<file path="src/rtl/score_tracker.sv">
// Multi-channel score tracker: combo multiplier, saturating score/hits, shot-miss detection.
// Optional session high score is built only when HIGH_SCORE_EN is defined.
module score_tracker #(
  parameter int unsigned SCORE_W   = 32,
  parameter int unsigned NUM_CH    = 2,
  parameter int unsigned PTS_W     = 8,
  parameter int unsigned COMBO_MAX = 4,
  parameter int unsigned HIT_WIN   = 16
) (
  input  logic                               Clk,
  input  logic                               Reset_n,
  input  logic [1:0]                         state,
  input  logic [NUM_CH-1:0]                  bird_shot,
  input  logic                               trigger,
  input  logic [PTS_W-1:0]                   pts_base,
  input  logic                               clear_score,
  output logic [SCORE_W-1:0]                 score,
  output logic [SCORE_W-1:0]                 high_score,
  output logic [$clog2(COMBO_MAX+1)-1:0]     combo,
  output logic [7:0]                         hits,
  output logic                               miss
);

  localparam int unsigned CW  = $clog2(COMBO_MAX + 1);
  localparam int unsigned AW  = SCORE_W + PTS_W;
  localparam int unsigned SW1 = AW + 1;
  localparam int unsigned PCW = $clog2(NUM_CH + 1);
  localparam int unsigned TW  = (HIT_WIN > 1) ? $clog2(HIT_WIN) : 1;

  typedef enum logic {S_IDLE, S_WINDOW} shot_e;

  shot_e               shot_q, shot_d;
  logic [TW-1:0]       cnt_q, cnt_d;
  logic [NUM_CH-1:0]   prev_shot_q;
  logic                prev_trig_q;
  logic [SCORE_W-1:0]  score_q, score_d;
  logic [CW-1:0]       combo_q, combo_d;
  logic [7:0]          hits_q, hits_d;
  logic                miss_q, miss_d;

  logic [NUM_CH-1:0]   hit_edge;
  logic                trig_edge;
  logic                any_hit;
  logic                play;
  logic [PCW-1:0]      hit_cnt;
  logic [AW-1:0]       add_c;
  logic [SW1-1:0]      sum_c;
  logic [8:0]          hsum_c;

  function automatic logic [PCW-1:0] popcnt(input logic [NUM_CH-1:0] v);
    logic [PCW-1:0] c;
    c = '0;
    for (int i = 0; i < NUM_CH; i++) c = c + PCW'(v[i]);
    return c;
  endfunction

  assign hit_edge  = bird_shot & ~prev_shot_q;
  assign trig_edge = trigger & ~prev_trig_q;
  assign any_hit   = |hit_edge;
  assign play      = (state == 2'b01);
  assign hit_cnt   = popcnt(hit_edge);

  // Multiplier uses the combo level held before this cycle's increment.
  assign add_c  = AW'(pts_base) * (AW'(combo_q) + AW'(1)) * AW'(hit_cnt);
  assign sum_c  = SW1'(score_q) + SW1'(add_c);
  assign hsum_c = 9'(hits_q) + 9'(hit_cnt);

  always_comb begin
    shot_d  = shot_q;
    cnt_d   = cnt_q;
    score_d = score_q;
    combo_d = combo_q;
    hits_d  = hits_q;
    miss_d  = 1'b0;
    if (clear_score) begin
      shot_d  = S_IDLE;
      score_d = '0;
      combo_d = '0;
      hits_d  = '0;
    end else if (play) begin
      score_d = (|sum_c[SW1-1:SCORE_W]) ? {SCORE_W{1'b1}} : sum_c[SCORE_W-1:0];
      hits_d  = hsum_c[8] ? 8'hFF : hsum_c[7:0];
      if (any_hit && (combo_q != CW'(COMBO_MAX))) combo_d = combo_q + CW'(1);
      case (shot_q)
        S_IDLE: begin
          if (trig_edge) begin
            shot_d = S_WINDOW;
            cnt_d  = TW'(HIT_WIN - 1);
          end
        end
        S_WINDOW: begin
          if (any_hit) begin
            shot_d = S_IDLE;
          end else if (trig_edge) begin
            cnt_d   = TW'(HIT_WIN - 1);
            miss_d  = 1'b1;
            combo_d = '0;
          end else if (cnt_q == '0) begin
            shot_d  = S_IDLE;
            miss_d  = 1'b1;
            combo_d = '0;
          end else begin
            cnt_d = cnt_q - TW'(1);
          end
        end
        default: shot_d = S_IDLE;
      endcase
    end else begin
      shot_d = S_IDLE;
    end
  end

  always_ff @(posedge Clk or negedge Reset_n) begin
    if (!Reset_n) begin
      shot_q      <= S_IDLE;
      cnt_q       <= '0;
      prev_shot_q <= '0;
      prev_trig_q <= 1'b0;
      score_q     <= '0;
      combo_q     <= '0;
      hits_q      <= '0;
      miss_q      <= 1'b0;
    end else begin
      shot_q      <= shot_d;
      cnt_q       <= cnt_d;
      prev_shot_q <= bird_shot;
      prev_trig_q <= trigger;
      score_q     <= score_d;
      combo_q     <= combo_d;
      hits_q      <= hits_d;
      miss_q      <= miss_d;
    end
  end

  assign score = score_q;
  assign combo = combo_q;
  assign hits  = hits_q;
  assign miss  = miss_q;

`ifdef HIGH_SCORE_EN
  logic [1:0]         state_q;
  logic [SCORE_W-1:0] hs_q, hs_d;

  // Captured on entry to GAME_OVER from the registered score.
  always_comb begin
    hs_d = hs_q;
    if ((state == 2'b11) && (state_q != 2'b11) && (score_q > hs_q)) hs_d = score_q;
  end

  always_ff @(posedge Clk or negedge Reset_n) begin
    if (!Reset_n) begin
      state_q <= 2'b00;
      hs_q    <= '0;
    end else begin
      state_q <= state;
      hs_q    <= hs_d;
    end
  end

  assign high_score = hs_q;
`else
  assign high_score = '0;
`endif

endmodule
</file>
<file path="config.mk">
export PLATFORM = sky130hd
export DESIGN_NAME = score_tracker
export DESIGN_NICKNAME = d
export VERILOG_FILES = /design/src/rtl/score_tracker.sv
export SDC_FILE = /design/constraint.sdc
export NUM_CORES = 1
export LEC_CHECK = 0
export ABC_AREA = 0
export BUFFER_PORTS_ARGS = -buffer_cell sky130_fd_sc_hd__buf_4
export CAP_MARGIN = 15
export CELL_PAD_IN_SITES_DETAIL_PLACEMENT = 0
export CELL_PAD_IN_SITES_GLOBAL_PLACEMENT = 1
export CORE_UTILIZATION = 43
export DETAILED_ROUTE_END_ITERATION = 8
export GPL_ROUTABILITY_DRIVEN = 1
export PLACE_DENSITY = 0.8
export SETUP_SLACK_MARGIN = 0.2
export SLEW_MARGIN = 30
export SYNTH_ARGS = -nofsm -noshare
export SYNTH_HDL_FRONTEND = slang
export SYNTH_SLANG_ARGS = --single-unit
</file>
<file path="constraint.sdc">
create_clock -name Clk -period 7.3 [get_ports Clk]
set_clock_uncertainty 0.05 [all_clocks]
set_input_delay 0.365 -clock Clk [delete_from_list [all_inputs] [get_ports Clk]]
set_output_delay 0.365 -clock Clk [all_outputs]
set_load 0.02 [all_outputs]
</file>
==> results_dict.tcl <==
set metrics [dict create \
    clk_latency_ns 0.29 \
    cts_made_buffers 5 \
    critPathCaptureType "register" \
    yosys.area_share.adder_pct 20.1 \
    rows 38 \
    syn_inst 565 \
    ys.flop_type "dfrtp_1" \
    cp-start-kind "register" \
    avgSynthCellArea_um2 8.58 \
    synth_top_area_cell "dfrtp_1" \
    hold_viol_final 0 \
    clock_path_buffers 2 \
    drv_slew 0 \
    rsz0062_at_grt "no" \
    synth-seq-cells 52 \
    clock_sinks 52 \
    fp.dieArea_um2 11700 \
    synth_compound_area_share_pct 15.5 \
    finalCriticalPeriod_ns 6.64 \
    clk_pin_slew_ns 0.08 \
    fin_cells 755 \
    p_total_uw 766 \
    fin_nets 693 \
    fillers 1073 \
    slew_headroom_pct 45.3 \
    vdd_drop_max_uv 111 \
    grt_usage_pct 19.7 \
    synth_cell_type_count 55 \
    synth_top_family_by_area "simple AND/OR/NAND/NOR gates" \
    ys_seq_area_share_pct 26.8 \
    synthToLayoutAreaGrowth_pct 12.7 \
    first_iter_violations 223 \
    antenna_cells 0 \
    fmax_ghz 0.151 \
    ff2ff_path_depth 22 \
    grt_pass1_wl_mm 18.3 \
    synthMuxAreaShare_pct 0.671 \
    grt_antenna_before_repair 0 \
    crit_type "register to register" \
    drv_cap 0 \
    hold_buffers 0 \
    startpoint "combo[0]" \
    first_global_vias 3798 \
    hp-class "primary input to asynchronous set/reset pin" \
    netlist.area_leader.share_pct 26.8 \
    initial_core_util_pct 44.3 \
    layout-drive-gt1-share_pct 13.0 \
    synth-edff-count 0 \
    r2r_slack_ns 0.66 \
    netlist_top_cells_count "inv_1 (63), dfrtp_1 (52), nand2_1 (44)" \
    cts_setup_buffers 0 \
    synth.area.top_cells "dfrtp_1 (27%), fa_1 (10%), ha_1 (9.8%)" \
    die_x_um 108 \
    final_cell_area_um2 5470 \
    place_area_um2 5290 \
    vias 4010 \
    post-route-drc-count 0 \
    ant_nets 0 \
    dp_cells 747 \
    fin_crit_sh_pct 91.0 \
    htreeDepth 2 \
    synth_simple_gate_area_share_pct 21.8 \
    async_flop_share_pct 100 \
    synth_area_um2 4850 \
    worst_pin_slew_ns 0.821 \
    yosysWarnings 0 \
    hpwl_mm 8.27 \
    rr_startpoint "combo[0]" \
    power_leakage_uw 0.00273 \
    p_per_area_nw_per_um2 140 \
    viasPerCell 5.31 \
    status "completed" \
    core_area_um2 10900 \
    post_drt_wl_per_cell_um 14.7 \
    port_buffers 59 \
    cts-resized-gates 0 \
    crit_arrival_ns 6.74 \
    crit_fanout 11 \
    synth_xor_area_share_pct 3.43 \
    setup_viol 0 \
    grt-ovfl-total 0 \
    hold_ws_ns 0.0476 \
    grt_start_max_net_pins 53 \
    ioPinCount 92 \
    cp.required_ns 7.40 \
    die_y_um 108 \
    tritoncts "built" \
    routed_wl_mm 11.1 \
    synth.most_common_cell "inv_1" \
    finalWeightedCongestion 0.805 \
    root_buffer "clkbuf_16" \
    dr.pass1.iters 4 \
    tns_ns 0 \
]
## state kept, by name, indices dropped and copies added, names as in the netlist
| register | cells |
|---|---|
| shot_q | 1 |
| prev_trig_q | 1 |
| hits | 8 |
| score | 32 |
| cnt_q | 4 |
| combo | 3 |
| prev_shot_q | 2 |
| miss | 1 |
## metal layers
| layer | wire [um] | track usage, % | vias to the layer above |
|---|---|---|---|
| li1 | - | - | 1982 |
| met3 | 348 | 2.23 | 2 |
| met1 | 5440 | 27.4 | 1944 |
| met5 | 0 | 0 | - |
| met4 | 44 | 4.11 | 0 |
| met2 | 5270 | 32.9 | 82 |
## path summary, 6_finish.rpt
kind / endpoint
min in group Clk: prev_trig_q
min reg2reg: cnt_q[3]
min: score[13]
max reg2reg: score[17]
max in group asynchronous: combo[0]
max: score[17]
## area by class of cell
type	instances	area (um2)	area share, %
multi-input cells	429	3140	57.4
flip-flops and latches	52	1300	23.8
repair buffers	62	465	8.51
inverters	64	244	4.46
well taps	140	175	3.20
clock buffers	6	129	2.36
clock inverters	2	13.8	0.252
## kinds of logic (layout without fill, tap and decap cells)
logic type / after synthesis / in the layout
xor+xnor: 19 / 19
fa+ha+maj: 63 / 63
buf+inv: 115 / 134
other cells: 1 / 32
compound gates: 112 / 112
flops: 52 / 52
simple gates: 200 / 200
mux: 3 / 3
## report_power, final
group	switching, uW	internal [uW]	leakage (uW)
sequential	12.4	301	0.000693
combinational	130	77.1	0.00196
clock	117	129	0.0000712
total	259	507	0.00273
## worst max-delay path, stage by stage, from the launching register on
cell and delay (ns):
dfrtp_2 0.47, ha_1 0.30, xor2_4 0.23, nand2_1 0.11
fa_1 0.50, inv_1 0.05, fa_1 0.54, fa_1 0.48
a21o_1 0.19, a21oi_1 0.23, o21bai_1 0.12, a2111oi_0 0.36
or3_1 0.20, mux2_2 0.35, fa_1 0.51, inv_1 0.04
ha_1 0.38, a21oi_1 0.23, nand3_1 0.14, o2111ai_1 0.26
o211a_1 0.45, and2_4 0.22, a311oi_1 0.09
## cells in the final DEF (no fill, tap or decap), drive strengths merged, types with 11 or more instances in the layout
cell type,count
a211oi,11
fa,25
o21ai,14
nor2,40
dfrtp,52
a311oi,13
nor2b,11
nor3,19
inv,64
conb,32
a31oi,13
and3,11
buf,62
a21oi,32
and2,29
nand2,44
nand3,17
ha,38
## through the flow
stage | setup slack (ns) | util, %
CTS | 0.458 | 49.7
finish | 0.659 | 50.0
floorplan | 0.871 | -
detailed placement | 0.492 | 48.4
global placement | 0.650 | 48.4
global route | 0.215 | 50.0
Note: power is estimated with default switching activity, not from simulation.
